===== src/rtl/profiler_pkg.sv =====
// profiler_pkg: shared types for the profiler trigger path.
// Tag layout, tag types and kernel tracking states.
package profiler_pkg;

  localparam int print_stat_tag_width_gp = 32;

  typedef enum logic [1:0] {
    generic0     = 2'b00,
    generic1     = 2'b01,
    kernel_start = 2'b10,
    kernel_end   = 2'b11
  } print_stat_type_e;

  typedef struct packed {
    print_stat_type_e tag_type;
    logic [29:0]      payload;
  } print_stat_tag_s;

  typedef enum logic {
    KS_IDLE   = 1'b0,
    KS_ACTIVE = 1'b1
  } kernel_state_e;

endpackage


===== src/rtl/profiler_trigger_ctrl_if.sv =====
// profiler_trigger_ctrl_if: print-stat request handshake.
// master drives the request, slave returns ready.
interface profiler_trigger_ctrl_if;
  import profiler_pkg::*;

  logic                               req_v;
  logic [print_stat_tag_width_gp-1:0] req_tag;
  logic                               req_ready;

  modport master (
    output req_v,
    output req_tag,
    input  req_ready
  );

  modport slave (
    input  req_v,
    input  req_tag,
    output req_ready
  );

endinterface


===== src/rtl/profiler_tag_fifo.sv =====
// profiler_tag_fifo: 1r1w tag queue, v/ready in, v/yumi out.
// Ready depends only on occupancy, never on a same-cycle pop.
module profiler_tag_fifo
  import profiler_pkg::*;
#(
  parameter int els_p   = 4,
  parameter int width_p = print_stat_tag_width_gp
) (
  input  logic               clk_i,
  input  logic               reset_i,
  input  logic               v_i,
  input  logic [width_p-1:0] data_i,
  output logic               ready_o,
  output logic               v_o,
  output logic [width_p-1:0] data_o,
  input  logic               yumi_i
);

  localparam int PW = $clog2(els_p);
  localparam int CW = $clog2(els_p + 1);
  localparam logic [PW-1:0] LAST = PW'(els_p - 1);
  localparam logic [CW-1:0] FULL = CW'(els_p);

  logic [width_p-1:0] mem_q [els_p];
  logic [PW-1:0]      wr_q, wr_d;
  logic [PW-1:0]      rd_q, rd_d;
  logic [CW-1:0]      cnt_q, cnt_d;
  logic               push, pop;

  assign ready_o = (cnt_q != FULL);
  assign v_o     = (cnt_q != '0);
  assign data_o  = mem_q[rd_q];
  assign push    = v_i & ready_o;
  assign pop     = yumi_i & v_o;

  // Pointer wrap and occupancy bookkeeping.
  always_comb begin
    wr_d  = wr_q;
    rd_d  = rd_q;
    cnt_d = cnt_q;
    if (push) wr_d = (wr_q == LAST) ? '0 : wr_q + 1'b1;
    if (pop)  rd_d = (rd_q == LAST) ? '0 : rd_q + 1'b1;
    unique case ({push, pop})
      2'b10:   cnt_d = cnt_q + 1'b1;
      2'b01:   cnt_d = cnt_q - 1'b1;
      default: cnt_d = cnt_q;
    endcase
  end

  // Storage and pointers; reset flushes the queue.
  always_ff @(posedge clk_i or negedge reset_i) begin
    if (!reset_i) begin
      wr_q  <= '0;
      rd_q  <= '0;
      cnt_q <= '0;
      for (int i = 0; i < els_p; i++) mem_q[i] <= '0;
    end else begin
      wr_q  <= wr_d;
      rd_q  <= rd_d;
      cnt_q <= cnt_d;
      if (push) mem_q[wr_q] <= data_i;
    end
  end

endmodule


===== src/rtl/profiler_trigger_ctrl.sv =====
// profiler_trigger_ctrl: queues, throttles and broadcasts print-stat
// tags; owns the global counter, kernel tracking and sample strobe.
module profiler_trigger_ctrl
  import profiler_pkg::*;
#(
  parameter int fifo_els_p = 4,
  parameter int min_gap_p  = 4,
  parameter int period_p   = 250
) (
  input  logic                  clk_i,
  input  logic                  reset_i,
  profiler_trigger_ctrl_if.slave req,
  output logic [31:0]           global_ctr_o,
  output logic                  print_stat_v_o,
  output logic [31:0]           print_stat_tag_o,
  output logic                  kernel_active_o,
  output logic [31:0]           kernel_ctr_o,
  output logic                  period_v_o
);

  localparam int TW = print_stat_tag_width_gp;
  localparam int GW = $clog2(min_gap_p + 1);
  localparam int PW = $clog2(period_p);
  localparam logic [GW-1:0] GAP_RELOAD = GW'(min_gap_p - 1);
  localparam logic [PW-1:0] PER_LAST   = PW'(period_p - 1);

  logic            done_q, done_d;
  logic [31:0]     gctr_q, gctr_d;
  logic            psv_q, psv_d;
  print_stat_tag_s tag_q, tag_d;
  logic [GW-1:0]   gap_q, gap_d;
  kernel_state_e   st_q, st_d;
  logic [31:0]     kctr_q, kctr_d;
  logic [31:0]     kctr_inc;
  logic [PW-1:0]   pcnt_q, pcnt_d;
  logic            pv_q, pv_d;

  logic            fifo_ready, fifo_v;
  logic [TW-1:0]   fifo_data;
  print_stat_tag_s head;
  logic            issue, is_start, is_end;

  profiler_tag_fifo #(
    .els_p   (fifo_els_p),
    .width_p (TW)
  ) u_fifo (
    .clk_i   (clk_i),
    .reset_i (reset_i),
    .v_i     (req.req_v & done_q),
    .data_i  (req.req_tag),
    .ready_o (fifo_ready),
    .v_o     (fifo_v),
    .data_o  (fifo_data),
    .yumi_i  (issue)
  );

  assign req.req_ready = done_q & fifo_ready;
  assign head     = print_stat_tag_s'(fifo_data);
  assign issue    = fifo_v & (gap_q == '0);
  assign is_start = issue & (head.tag_type == kernel_start);
  assign is_end   = issue & (head.tag_type == kernel_end);
  assign kctr_inc = (&kctr_q) ? kctr_q : kctr_q + 32'd1;

  // Global counter, issue pulse and inter-pulse gap.
  always_comb begin
    done_d = 1'b1;
    gctr_d = done_q ? gctr_q + 32'd1 : '0;
    psv_d  = 1'b0;
    tag_d  = tag_q;
    gap_d  = gap_q;
    if (issue) begin
      psv_d = 1'b1;
      tag_d = head;
      gap_d = GAP_RELOAD;
    end else if (gap_q != '0) begin
      gap_d = gap_q - 1'b1;
    end
  end

  // Kernel FSM, kernel counter and period strobe.
  always_comb begin
    st_d   = st_q;
    kctr_d = kctr_q;
    pcnt_d = pcnt_q;
    pv_d   = 1'b0;
    unique case (1'b1)
      is_start: begin
        st_d   = KS_ACTIVE;
        kctr_d = '0;
        pcnt_d = '0;
      end
      is_end: begin
        st_d   = KS_IDLE;
        pcnt_d = '0;
        if (st_q == KS_ACTIVE) kctr_d = kctr_inc;
      end
      default: begin
        if (st_q == KS_ACTIVE) begin
          kctr_d = kctr_inc;
          if (pcnt_q == PER_LAST) begin
            pcnt_d = '0;
            pv_d   = 1'b1;
          end else begin
            pcnt_d = pcnt_q + 1'b1;
          end
        end
      end
    endcase
  end

  // State registers.
  always_ff @(posedge clk_i or negedge reset_i) begin
    if (!reset_i) begin
      done_q <= 1'b0;
      gctr_q <= '0;
      psv_q  <= 1'b0;
      tag_q  <= '0;
      gap_q  <= '0;
      st_q   <= KS_IDLE;
      kctr_q <= '0;
      pcnt_q <= '0;
      pv_q   <= 1'b0;
    end else begin
      done_q <= done_d;
      gctr_q <= gctr_d;
      psv_q  <= psv_d;
      tag_q  <= tag_d;
      gap_q  <= gap_d;
      st_q   <= st_d;
      kctr_q <= kctr_d;
      pcnt_q <= pcnt_d;
      pv_q   <= pv_d;
    end
  end

  assign global_ctr_o     = gctr_q;
  assign print_stat_v_o   = psv_q;
  assign print_stat_tag_o = tag_q;
  assign kernel_active_o  = (st_q == KS_ACTIVE);
  assign kernel_ctr_o     = kctr_q;
  assign period_v_o       = pv_q;

endmodule


===== src/flat_wrapper.sv =====
// flat-port wrapper written by rule: the top's interface ports become plain ports
module profiler_trigger_ctrl_flat import profiler_pkg::*;
#(
  parameter int fifo_els_p = 4,
  parameter int min_gap_p  = 4,
  parameter int period_p   = 250
)
  (clk_i, reset_i, global_ctr_o, print_stat_v_o, print_stat_tag_o, kernel_active_o, kernel_ctr_o, period_v_o, req_req_v, req_req_tag, req_req_ready);
  profiler_trigger_ctrl_if req_i ();
  input  logic clk_i;
  input  logic reset_i;
  output logic [31:0] global_ctr_o;
  output logic print_stat_v_o;
  output logic [31:0] print_stat_tag_o;
  output logic kernel_active_o;
  output logic [31:0] kernel_ctr_o;
  output logic period_v_o;
  input wire logic [$bits(req_i.req_v)-1:0] req_req_v;
  input wire logic [$bits(req_i.req_tag)-1:0] req_req_tag;
  output wire logic [$bits(req_i.req_ready)-1:0] req_req_ready;
  assign req_i.req_v = req_req_v;
  assign req_i.req_tag = req_req_tag;
  assign req_req_ready = req_i.req_ready;
  profiler_trigger_ctrl #(.fifo_els_p(fifo_els_p), .min_gap_p(min_gap_p), .period_p(period_p)) u_core (.clk_i(clk_i), .reset_i(reset_i), .req(req_i), .global_ctr_o(global_ctr_o), .print_stat_v_o(print_stat_v_o), .print_stat_tag_o(print_stat_tag_o), .kernel_active_o(kernel_active_o), .kernel_ctr_o(kernel_ctr_o), .period_v_o(period_v_o));
endmodule

===== config.mk =====
export PLATFORM = sky130hd
export DESIGN_NAME = profiler_trigger_ctrl_flat
export DESIGN_NICKNAME = d
export VERILOG_FILES = /design/src/rtl/profiler_pkg.sv /design/src/rtl/profiler_trigger_ctrl_if.sv /design/src/rtl/profiler_tag_fifo.sv /design/src/rtl/profiler_trigger_ctrl.sv /design/src/flat_wrapper.sv
export SDC_FILE = /design/constraint.sdc
export NUM_CORES = 1
export LEC_CHECK = 0
export ABC_AREA = 1
export BUFFER_PORTS_ARGS = -buffer_cell sky130_fd_sc_hd__buf_2
export CORE_UTILIZATION = 30
export DETAILED_ROUTE_END_ITERATION = 16
export GPL_TIMING_DRIVEN = 0
export PLACE_DENSITY = 0.5
export RECOVER_POWER = 100
export REMOVE_ABC_BUFFERS = 1
export SLEW_MARGIN = 20
export SYNTH_ARGS = -nofsm -noshare
export SYNTH_HDL_FRONTEND = slang
export SYNTH_SLANG_ARGS = --single-unit

===== constraint.sdc =====
create_clock -name clk_i -period 4.7 [get_ports clk_i]
set_input_delay 0.47 -clock clk_i [delete_from_list [all_inputs] [get_ports clk_i]]
set_output_delay 0.47 -clock clk_i [all_outputs]
set_load 0.03 [all_outputs]

Word level (Yosys, flattened, before mapping)
Index checks and enable logic that the tools add are counted.

storage, ports and cells
  register bits = 246
  input bits = 35
  output and inout bits = 100

operators by class
  $add $sub $neg = 8
  order comparisons = 3
  equal/unequal tests = 9
  multiplexer cells = 23
  bitwise operators = 9
  reduce and logical (&&, ||, !) cells = 12

operators by type and width
  operator                 count
  $mux W32                 7
  $bwmux W128              1
  $add A32 B1 Y32 const B  2
  $bmux W32 S2             1
  $demux W32 S2            1
  $reduce_and A32 Y1       1
  $mux W8                  3
  $eq A2 B2 Y1 const B     5
  $reduce_bool A2 Y1       5
  $add A8 B1 Y8 const B    1
  $eq A8 B8 Y1 const B     1
  $and A1 B1 Y1            7
  $ge A3 B3 Y1 const B     2
  $mux W3                  2
  $not A2 Y3               2
  $pmux W3 S2              1
  $reduce_bool A3 Y1       2
  $sub A3 B1 Y3 const B    2
  $add A2 B1 Y2 const B    2
  $mux W1                  4
  $mux W2                  2
  $add A3 B1 Y3 const B    1
  $logic_not A3 Y1         1
  $lt A3 B1 Y1 const B     1
  other kinds (7)          7

Logic depth before layout (Yosys ltp)
Gate-level depths: netlist (run 1).

  word-level depth = 8
  mapped depth = 13

Modules after synthesis
A second synthesis (run 1) with hierarchy kept.

unflattened totals
  cell total of the unflattened synthesis = 1679
  area, all modules = 12788.5 sq um

modules (own cells, without submodules)
  module                 times used  cells an instance  area each (sq um)  sequential area each (sq um)
  profiler_tag_fifo      1           867                6899.1             3378.2
  profiler_trigger_ctrl  1           812                5889.4             2777.7

Worst setup path after synthesis (run 1)
No wires, ideal clock.

  kind = flip-flop to flip-flop
  start point = register u_core.gap_q[0]
  end point = register u_core.u_fifo.cnt_q[2]
  arrival time = 2310 ps
  setup slack = 2259 ps
  stages on the path, launching flop included = 14
  path buffers = 2
  clock period less this slack = 2441 ps
  path through = dfrtp_1 > inv_1 > ha_1 > ha_1 > inv_1 > a21oi_2 > buf_2 > buf_2 > ha_1 > inv_1 > fa_1 > a21oi_1 > o21ai_0 > xor2_1

on the way
  longest elaborated chain between the ends = 5
  elaborated cells between the ends (all ways) = 7
  classes of those cells = eq/ne (2); mux (1); bitwise (2); reduce/logical (2)

ends and longest elaborated chain
  what                                                      RTL line                      text
  from (decl)                                               profiler_trigger_ctrl.sv:31   logic [GW-1:0] gap_q, gap_d;
  from (signal assigned)                                    profiler_trigger_ctrl.sv:128  gap_q <= gap_d;
  $logic_not A3 Y1 *                                        profiler_trigger_ctrl.sv:59   assign issue = fifo_v & (gap_q == '0);
  $and A1 B1 Y1 *                                           profiler_trigger_ctrl.sv:59
  net u_core.issue                                          profiler_trigger_ctrl.sv:41   logic issue, is_start, is_end;
  $and A1 B1 Y1 *                                           profiler_tag_fifo.sv:34       assign pop = yumi_i & v_o;
  $eq A2 B1 Y1 / $eq A2 B2 Y1 (equally long branches)       profiler_tag_fifo.sv:43       unique case ({push, pop})
  $pmux W3 S2 / $reduce_bool A2 Y1 (equally long branches)  n/a
  to (signal assigned)                                      profiler_tag_fifo.sv:60       cnt_q <= cnt_d;
  to (decl)                                                 profiler_tag_fifo.sv:27       logic [CW-1:0] cnt_q, cnt_d;

The timed path passes the listed nets; every way through them passes the cells marked *.
A chain may end at the register's enable or synchronous reset.

Final worst setup path (run 1)
  start point = register u_core.u_fifo.rd_q[1]
  end point = register u_core.kctr_q[31], in the netlist u_core.kernel_ctr_o[31]

on the way
  longest elaborated chain between the ends = 8
  elaborated cells between the ends (all ways) = 10
  classes of those cells = eq/ne (2); mux (4); bitwise (2); reduce/logical (2)

ends and longest elaborated chain
  what                                                                 RTL line                      text
  from (decl)                                                          profiler_tag_fifo.sv:26       logic [PW-1:0] rd_q, rd_d;
  from (signal assigned)                                               profiler_tag_fifo.sv:59       rd_q <= rd_d;
  $not A2 Y3 (implied by the code) *                                   profiler_tag_fifo.sv:32       assign data_o = mem_q[rd_q];
  $bmux W32 S2 *                                                       profiler_tag_fifo.sv:32
  $mux W32 (implied by the code) * (2 in series)                       profiler_tag_fifo.sv:32
  $eq A2 B2 Y1 *                                                       profiler_trigger_ctrl.sv:60   assign is_start = issue & (head.tag_type == kernel_start);
  $and A1 B1 Y1 *                                                      profiler_trigger_ctrl.sv:60
  $ne A2 B1 Y1 (no line) / $reduce_bool A2 Y1 (equally long branches)  n/a
  $reduce_and A2 Y1 (no line)                                          n/a
  to (signal assigned)                                                 profiler_trigger_ctrl.sv:130  kctr_q <= kctr_d;
  to (decl)                                                            profiler_trigger_ctrl.sv:33   logic [31:0] kctr_q, kctr_d;

Every way passes the cells marked *; elsewhere a longest branch is shown, timed or not. The select of a mux whose other input is x is not followed.

==> impl_metrics.toml, run 1 <==
[sta]
slew-limit-headroom = -0.554
slew_viol_final = 180
fin_crit_sh = 0.710
finalSetupViolations = 0
finalSetupTns_ns = 0
setup_ws_ns = 1.36
clock.fmax_mhz = 300
post-route-min-period_ns = 3.34
tightest_slew_ns = 2.33
finalHoldViolations = 0
rsz0062_at_grt = "false"
whs_ns = 0.205
fin_skew_ns = 0.0183

[floorplanning]
die_w_um = 200
fp.coreArea_sq_um = 38600
die_area_sq_um = 40100
start_util = 0.305
die_h_um = 200
io_pins = 135
rows = 72

[setup_path]
crit_slowest_cell = "dfrtp_1"
crit_path_frequent_cell = "nand2_1"
cp-startpoint = "u_core.u_fifo.rd_q[1]$_DFFE_PN0P_"
r2r_slack_ns = 1.36
critical_path.max_stage_delay_ns = 0.66
r2r-end = "u_core.kernel_ctr_o[31]$_DFFE_PN0P_"
cp_cell_sequence = "buf_12 -> inv_1 -> o211ai_1 -> nand2_1 -> nand3_4 -> inv_1 -> nor2_1 -> nand2_1 -> nand2_1"
endpoint = "u_core.kernel_ctr_o[31]$_DFFE_PN0P_"
r2r_start = "u_core.u_fifo.rd_q[1]$_DFFE_PN0P_"
worstSetupEndpointType = "register"
arrival_ns = 3.78
r2r_cells = 9
critPathKind = "reg -> reg"
cp.required_ns = 5.15
path_max_fanout = 55
start_kind = "register"

[logic_synthesis]
ys_async_sr_fraction = 1.00
synth_most_common_cell = "nand2_1"
avgSynthCellArea_sq_um = 8.02
synth_top_area_cell = "dfrtp_1"
syn_inst = 1469
yosysWarnings = 0
synth_top_area_frac = 0.523
netlist_area_sq_um = 11800
synth.top_cells.by_count = "nand2_1, nor2_1, dfrtp_1"
ys_seq_area_frac = 0.523
synth_edf_count = 0
synth_flop_cell = "dfrtp_1"
synth.area.top_cells = "dfrtp_1, nand2_1, o21ai_0"
ys_ff_latch = 246
yosysUniqueCellTypes = 38

[flow_run]
max_cap_violations = 2

[cts]
cts_made_buffers = 30
cts.htree.levels = 1
clkLatencyLatePin_ns = 0.58
cts_tree = "built"
clk_pin_slew_ns = 0.06
postCtsSetupBuffers = 0
cts_resized = 0
cts.sinks = 246
clk_path_buf_depth = 3
cts-root-buf = "clkbuf_16"

[global_routing]
grt_pass1_wl_mm = 52.6
grt_pass1_vias = 9900
grt.total_usage = 0.160
antenna_found_initial = 0
grt_max_degree = 90
grt.overflow.total = 0

[layout]
area_delta_synth_final_pct = 17.1
antenna_cells = 0
nets = 1629
stdcell_count = 2121
drive_above_1_share = 0.0699

[route]
ant_nets = 0
drt_iter0_markers = 510
drt-vias-per-instance = 4.65
wl_per_cell_um = 14.8
post-route-drc-count = 0
first_pass_iters = 5
wl_mm = 31.4
vias = 9868

[outcome]
status = "finished with violations"
failed_checks = "max-capacitance violations, max-slew violations"

[power_and_ir_drop]
vdd_drop_max_mv = 0.316
power_per_cell_area_nw_per_um2 = 594
finalPower_uw = 8200
p_leak_uw = 0.00621

[placed_design]
dpl.hpwl_mm = 19.5
dp_cells = 2066
gp_congestion = 0.841
numPortBuffers = 134
dp_slack_ns = 1.68

[worst_hold_path]
min_path_type = "in -> reg"
-- where the power goes --
group / internal [uW] / leakage, uW / switching, uW
sequential: 2870 / 0.00314 / 461
clock: 1300 / 0.000463 / 912
combinational: 855 / 0.00261 / 1800
-- stage by stage --
step	area (sq um)	utilization
global route	13800	0.357
global placement	12800	0.331
detailed placement	13100	0.338
finish	13800	0.357
CTS	14000	0.362
floorplan	11500	-
-- cells by family after synthesis --
logic type                 after synthesis  share of synthesized area
xor gates and xnor gates                23                     0.0171
and+or+nand+nor                        748                      0.267
DFF                                    246                      0.523
adders and majority gates               13                     0.0144
other                                    1                   0.000318
AOI/OAI and AO/OA                      274                      0.121
buffers and inverters                  164                     0.0575
-- worst min-delay path by stage --
stage | start | end | depth (start not counted)
after floorplan | reset_i | u_core.done_q$_DFF_PN0_ | 0
after global placement | u_core.u_fifo.mem_q[85]$_DFFE_PN0P_ | u_core.u_fifo.mem_q[85]$_DFFE_PN0P_ | 2
after detailed placement | u_core.u_fifo.mem_q[85]$_DFFE_PN0P_ | u_core.u_fifo.mem_q[85]$_DFFE_PN0P_ | 2
after CTS | req_req_tag[22] | u_core.u_fifo.mem_q[118]$_DFFE_PN0P_ | 3
after global routing | req_req_tag[22] | u_core.u_fifo.mem_q[118]$_DFFE_PN0P_ | 3
final | req_req_tag[21] | u_core.u_fifo.mem_q[85]$_DFFE_PN0P_ | 3
-- final cells by class --
type	instances	area [sq um]
Sequential cell	246	6160
Inverter	101	384
Multi-Input combinational cell	1059	4970
Fill cell	4114	24900
Timing Repair Buffer	143	686
Clock inverter	5	36.3
Clock buffer	49	902
Tap cell	518	648
-- timing repair --
action,in CTS,in global routing
hold buffers,1,0
setup endpoints to repair,0,0
hold endpoints to repair,68,0
-- critical path, delay by kind of cell, from the launching register on --
kind,cells,cell delay (ns)
AOI/OAI and AO/OA,1,0.19
DFF,1,0.66
and+or+nand+nor,5,0.93
buffers and inverters,3,1.40
-- sequential cells by signal, summed over array words and instances (netlist names), 2 cells and up --
name and flops:
u_core.u_fifo.wr_q 2, u_core.gap_q 3, u_core.pcnt_q 8, u_core.u_fifo.rd_q 2
u_core.global_ctr_o 32, u_core.u_fifo.cnt_q 3, u_core.print_stat_tag_o 32, u_core.u_fifo.mem_q 128
u_core.kernel_ctr_o 32
-- routing by layer --
metal	GRT usage	vias to the layer above	wire length [um]
li1	-	4977	-
met1	0.209	4654	14700
met2	0.270	187	14600
met3	0.0295	50	1370
met4	0.0431	0	774
met5	0	-	0
-- cells in the final DEF, fill, tap and decap left out, drive strengths merged, types with 19 or more instances in the layout --
cell type and count:
nand3 84, a31oi 30, dfrtp 246, inv 101
o21ai 214, buf 38, nor3 20, xor2 19
a21oi 23, nand2 353, clkbuf 153, nor2 270
Note: power is estimated with default switching activity, not from simulation.
==> inputs of run 2 (changes only) <==
Clock period 4.7 ns to 3.1 ns, I/O delays scaled along.
==> run 2 against run 1 <==
Effect of this change: the flow still finishes with violations (max-capacitance violations, max-slew violations); clock power is 52% higher; setup slack worse by 0.97 ns; cell area is 0.15% lower; cell count hardly changed; combinational power is 53% higher; sequential power is 51% higher; sequential share of layout area is 0.087 points higher; sequential cell count stayed put; largest cell class unchanged; largest power group unchanged.
==> impl_metrics.toml, run 2 (synthesized netlist as in run 1, its figures left out) <==
[cts]
cts_tree = "built"
cts-root-buf = "clkbuf_16"
clkLatencyLatePin_ns = 0.58
clk_path_buf_depth = 3
postCtsSetupBuffers = 0
clk_pin_slew_ns = 0.06
cts_made_buffers = 30
cts.sinks = 246
cts.htree.levels = 1

[global_routing]
grt_pass1_vias = 9900
grt_pass1_wl_mm = 52.6
grt.total_usage = 0.160
antenna_found_initial = 0
grt_max_degree = 90
grt.overflow.total = 0

[setup_path]
r2r-end = "u_core.u_fifo.cnt_q[2]$_DFFE_PN0P_"
path_max_fanout = 19
cp.required_ns = 3.55
r2r_cells = 12
cp-startpoint = "u_core.gap_q[0]$_DFFE_PN0P_"
endpoint = "u_core.u_fifo.cnt_q[2]$_DFFE_PN0P_"
start_kind = "register"
r2r_start = "u_core.gap_q[0]$_DFFE_PN0P_"
crit_slowest_cell = "a21oi_4"
cp_cell_sequence = "inv_1 -> ha_1 -> ha_1 -> inv_1 -> a21oi_4 -> buf_16 -> ha_1 -> inv_1 -> fa_1 -> a21oi_1 -> o21ai_0 -> xor2_1"
critical_path.max_stage_delay_ns = 0.47
r2r_slack_ns = 0.40
arrival_ns = 3.15
worstSetupEndpointType = "register"
critPathKind = "reg -> reg"

[sta]
slew-limit-headroom = -0.211
tightest_slew_ns = 1.82
post-route-min-period_ns = 2.70
finalSetupTns_ns = 0
rsz0062_at_grt = "false"
fin_crit_sh = 0.873
finalSetupViolations = 0
clock.fmax_mhz = 370
slew_viol_final = 71
fin_skew_ns = 0.0178
finalHoldViolations = 0

[route]
maxUsedRoutingLayer = "met4"
drt_iter0_markers = 544
ant_nets = 0
vias = 9896
wl_met3_mm = 1.30
wl_met1_mm = 15.0
wl_per_cell_um = 15.0
post-route-drc-count = 0
drt-vias-per-instance = 4.66
wl_mm = 31.9
first_pass_iters = 5
wl_met2_mm = 14.8

[placed_design]
gp_congestion = 0.841
dpl.hpwl_mm = 19.5
numPortBuffers = 134

[layout]
nFillCells = 4116
multiInputGateArea_sq_um = 4950
final_cell_mix = "nand2_1, nor2_1, dfrtp_1, o21ai_0, clkbuf_1"
largest_register_ffs = 128
nets = 1630
top_register = "u_core.u_fifo.mem_q"
layout_commonest_cell = "nand2_1"
regArea_sq_um = 6160
antenna_cells = 0
area_delta_synth_final_pct = 16.9
drive_above_1_share = 0.0692

[worst_hold_path]
min_path_type = "in -> reg"

[outcome]
failed_checks = "max-capacitance violations, max-slew violations"
status = "finished with violations"

[floorplanning]
die_h_um = 200
io_pins = 135
fp.coreArea_sq_um = 38600
die_w_um = 200
start_util = 0.305
die_area_sq_um = 40100
rows = 72

[power_and_ir_drop]
vdd_drop_max_mv = 0.481
p_leak_uw = 0.00620
finalPower_uw = 12500
power_per_cell_area_nw_per_um2 = 906

[flow_run]
max_cap_violations = 1
[run 2: changes by cell type in the layout (fill, tap and decap cells not counted), moves of 2 or more]
| cell | change |
|---|---|
| buf_6 | +2 |
| dfrtp_1 | -2 |
| dfrtp_2 | +2 |
| inv_1 | -3 |
| inv_2 | +3 |
| nand3_1 | +8 |
| nand3_2 | -7 |
| o21ai_0 | -4 |
| o21ai_1 | +4 |
[run 2: layout make-up]
class,instances,share of cell area
flip-flops and latches,246,0.448
multi-input cells,1060,0.359
clock buffers,49,0.0655
repair buffers,143,0.0500
well taps,518,0.0471
inverters,101,0.0279
clock inverters,5,0.00264
[run 2: worst min path at each step]
| stage | startpoint | cells past startpoint | endpoint |
|---|---|---|---|
| final | req_req_tag[22] | 3 | u_core.u_fifo.mem_q[118]$_DFFE_PN0P_ |
| after global routing | req_req_tag[22] | 3 | u_core.u_fifo.mem_q[118]$_DFFE_PN0P_ |
| after CTS | req_req_tag[22] | 3 | u_core.u_fifo.mem_q[118]$_DFFE_PN0P_ |
| after detailed placement | reset_i | 1 | u_core.print_stat_tag_o[20]$_DFFE_PN0P_ |
| after global placement | u_core.u_fifo.mem_q[85]$_DFFE_PN0P_ | 2 | u_core.u_fifo.mem_q[85]$_DFFE_PN0P_ |
| after floorplan | reset_i | 0 | u_core.done_q$_DFF_PN0_ |
[run 2: per-layer routing]
layer  up-vias  global-route usage
li1       4980                   -
met1      4700               0.209
met2       163               0.270
met3        53              0.0295
met4         0              0.0431
met5         -                   0
[run 2: worst max-delay path, delay by kind of cell, from the launching register on]
| family | cells | cell delay, ns |
|---|---|---|
| DFF | 1 | 0.35 |
| xor gates and xnor gates | 1 | 0.15 |
| buffers and inverters | 4 | 0.49 |
| adders and majority gates | 4 | 0.87 |
| AOI/OAI and AO/OA | 3 | 0.73 |
[run 2: per-stage QoR]
stage	hold slack, ns	setup WS, ns	util	area (sq um)	instances
floorplan	0.0144	-0.949	-	11500	1406
global placement	0.460	-3.23	0.331	12800	2058
detailed placement	0.320	0.0788	0.338	13100	2066
CTS	0.0173	0.0656	0.362	14000	2121
global route	0.0433	0.107	0.356	13800	2122
finish	0.0440	0.395	0.356	13800	2122
[run 2: power by group]
part	internal, uW	leakage (uW)	switching (uW)	total (uW)
registers	4360	0.00313	702	5060
clock network	1970	0.000463	1390	3350
logic	1300	0.00261	2760	4060
total	7620	0.00620	4850	12500
[run 2: repair_timing]
item / in CTS / in global routing
gates resized for setup: 0 / 1
endpoints found under the setup margin: 0 / 140
hold endpoints to repair: 68 / 0
hold buffers: 1 / 0
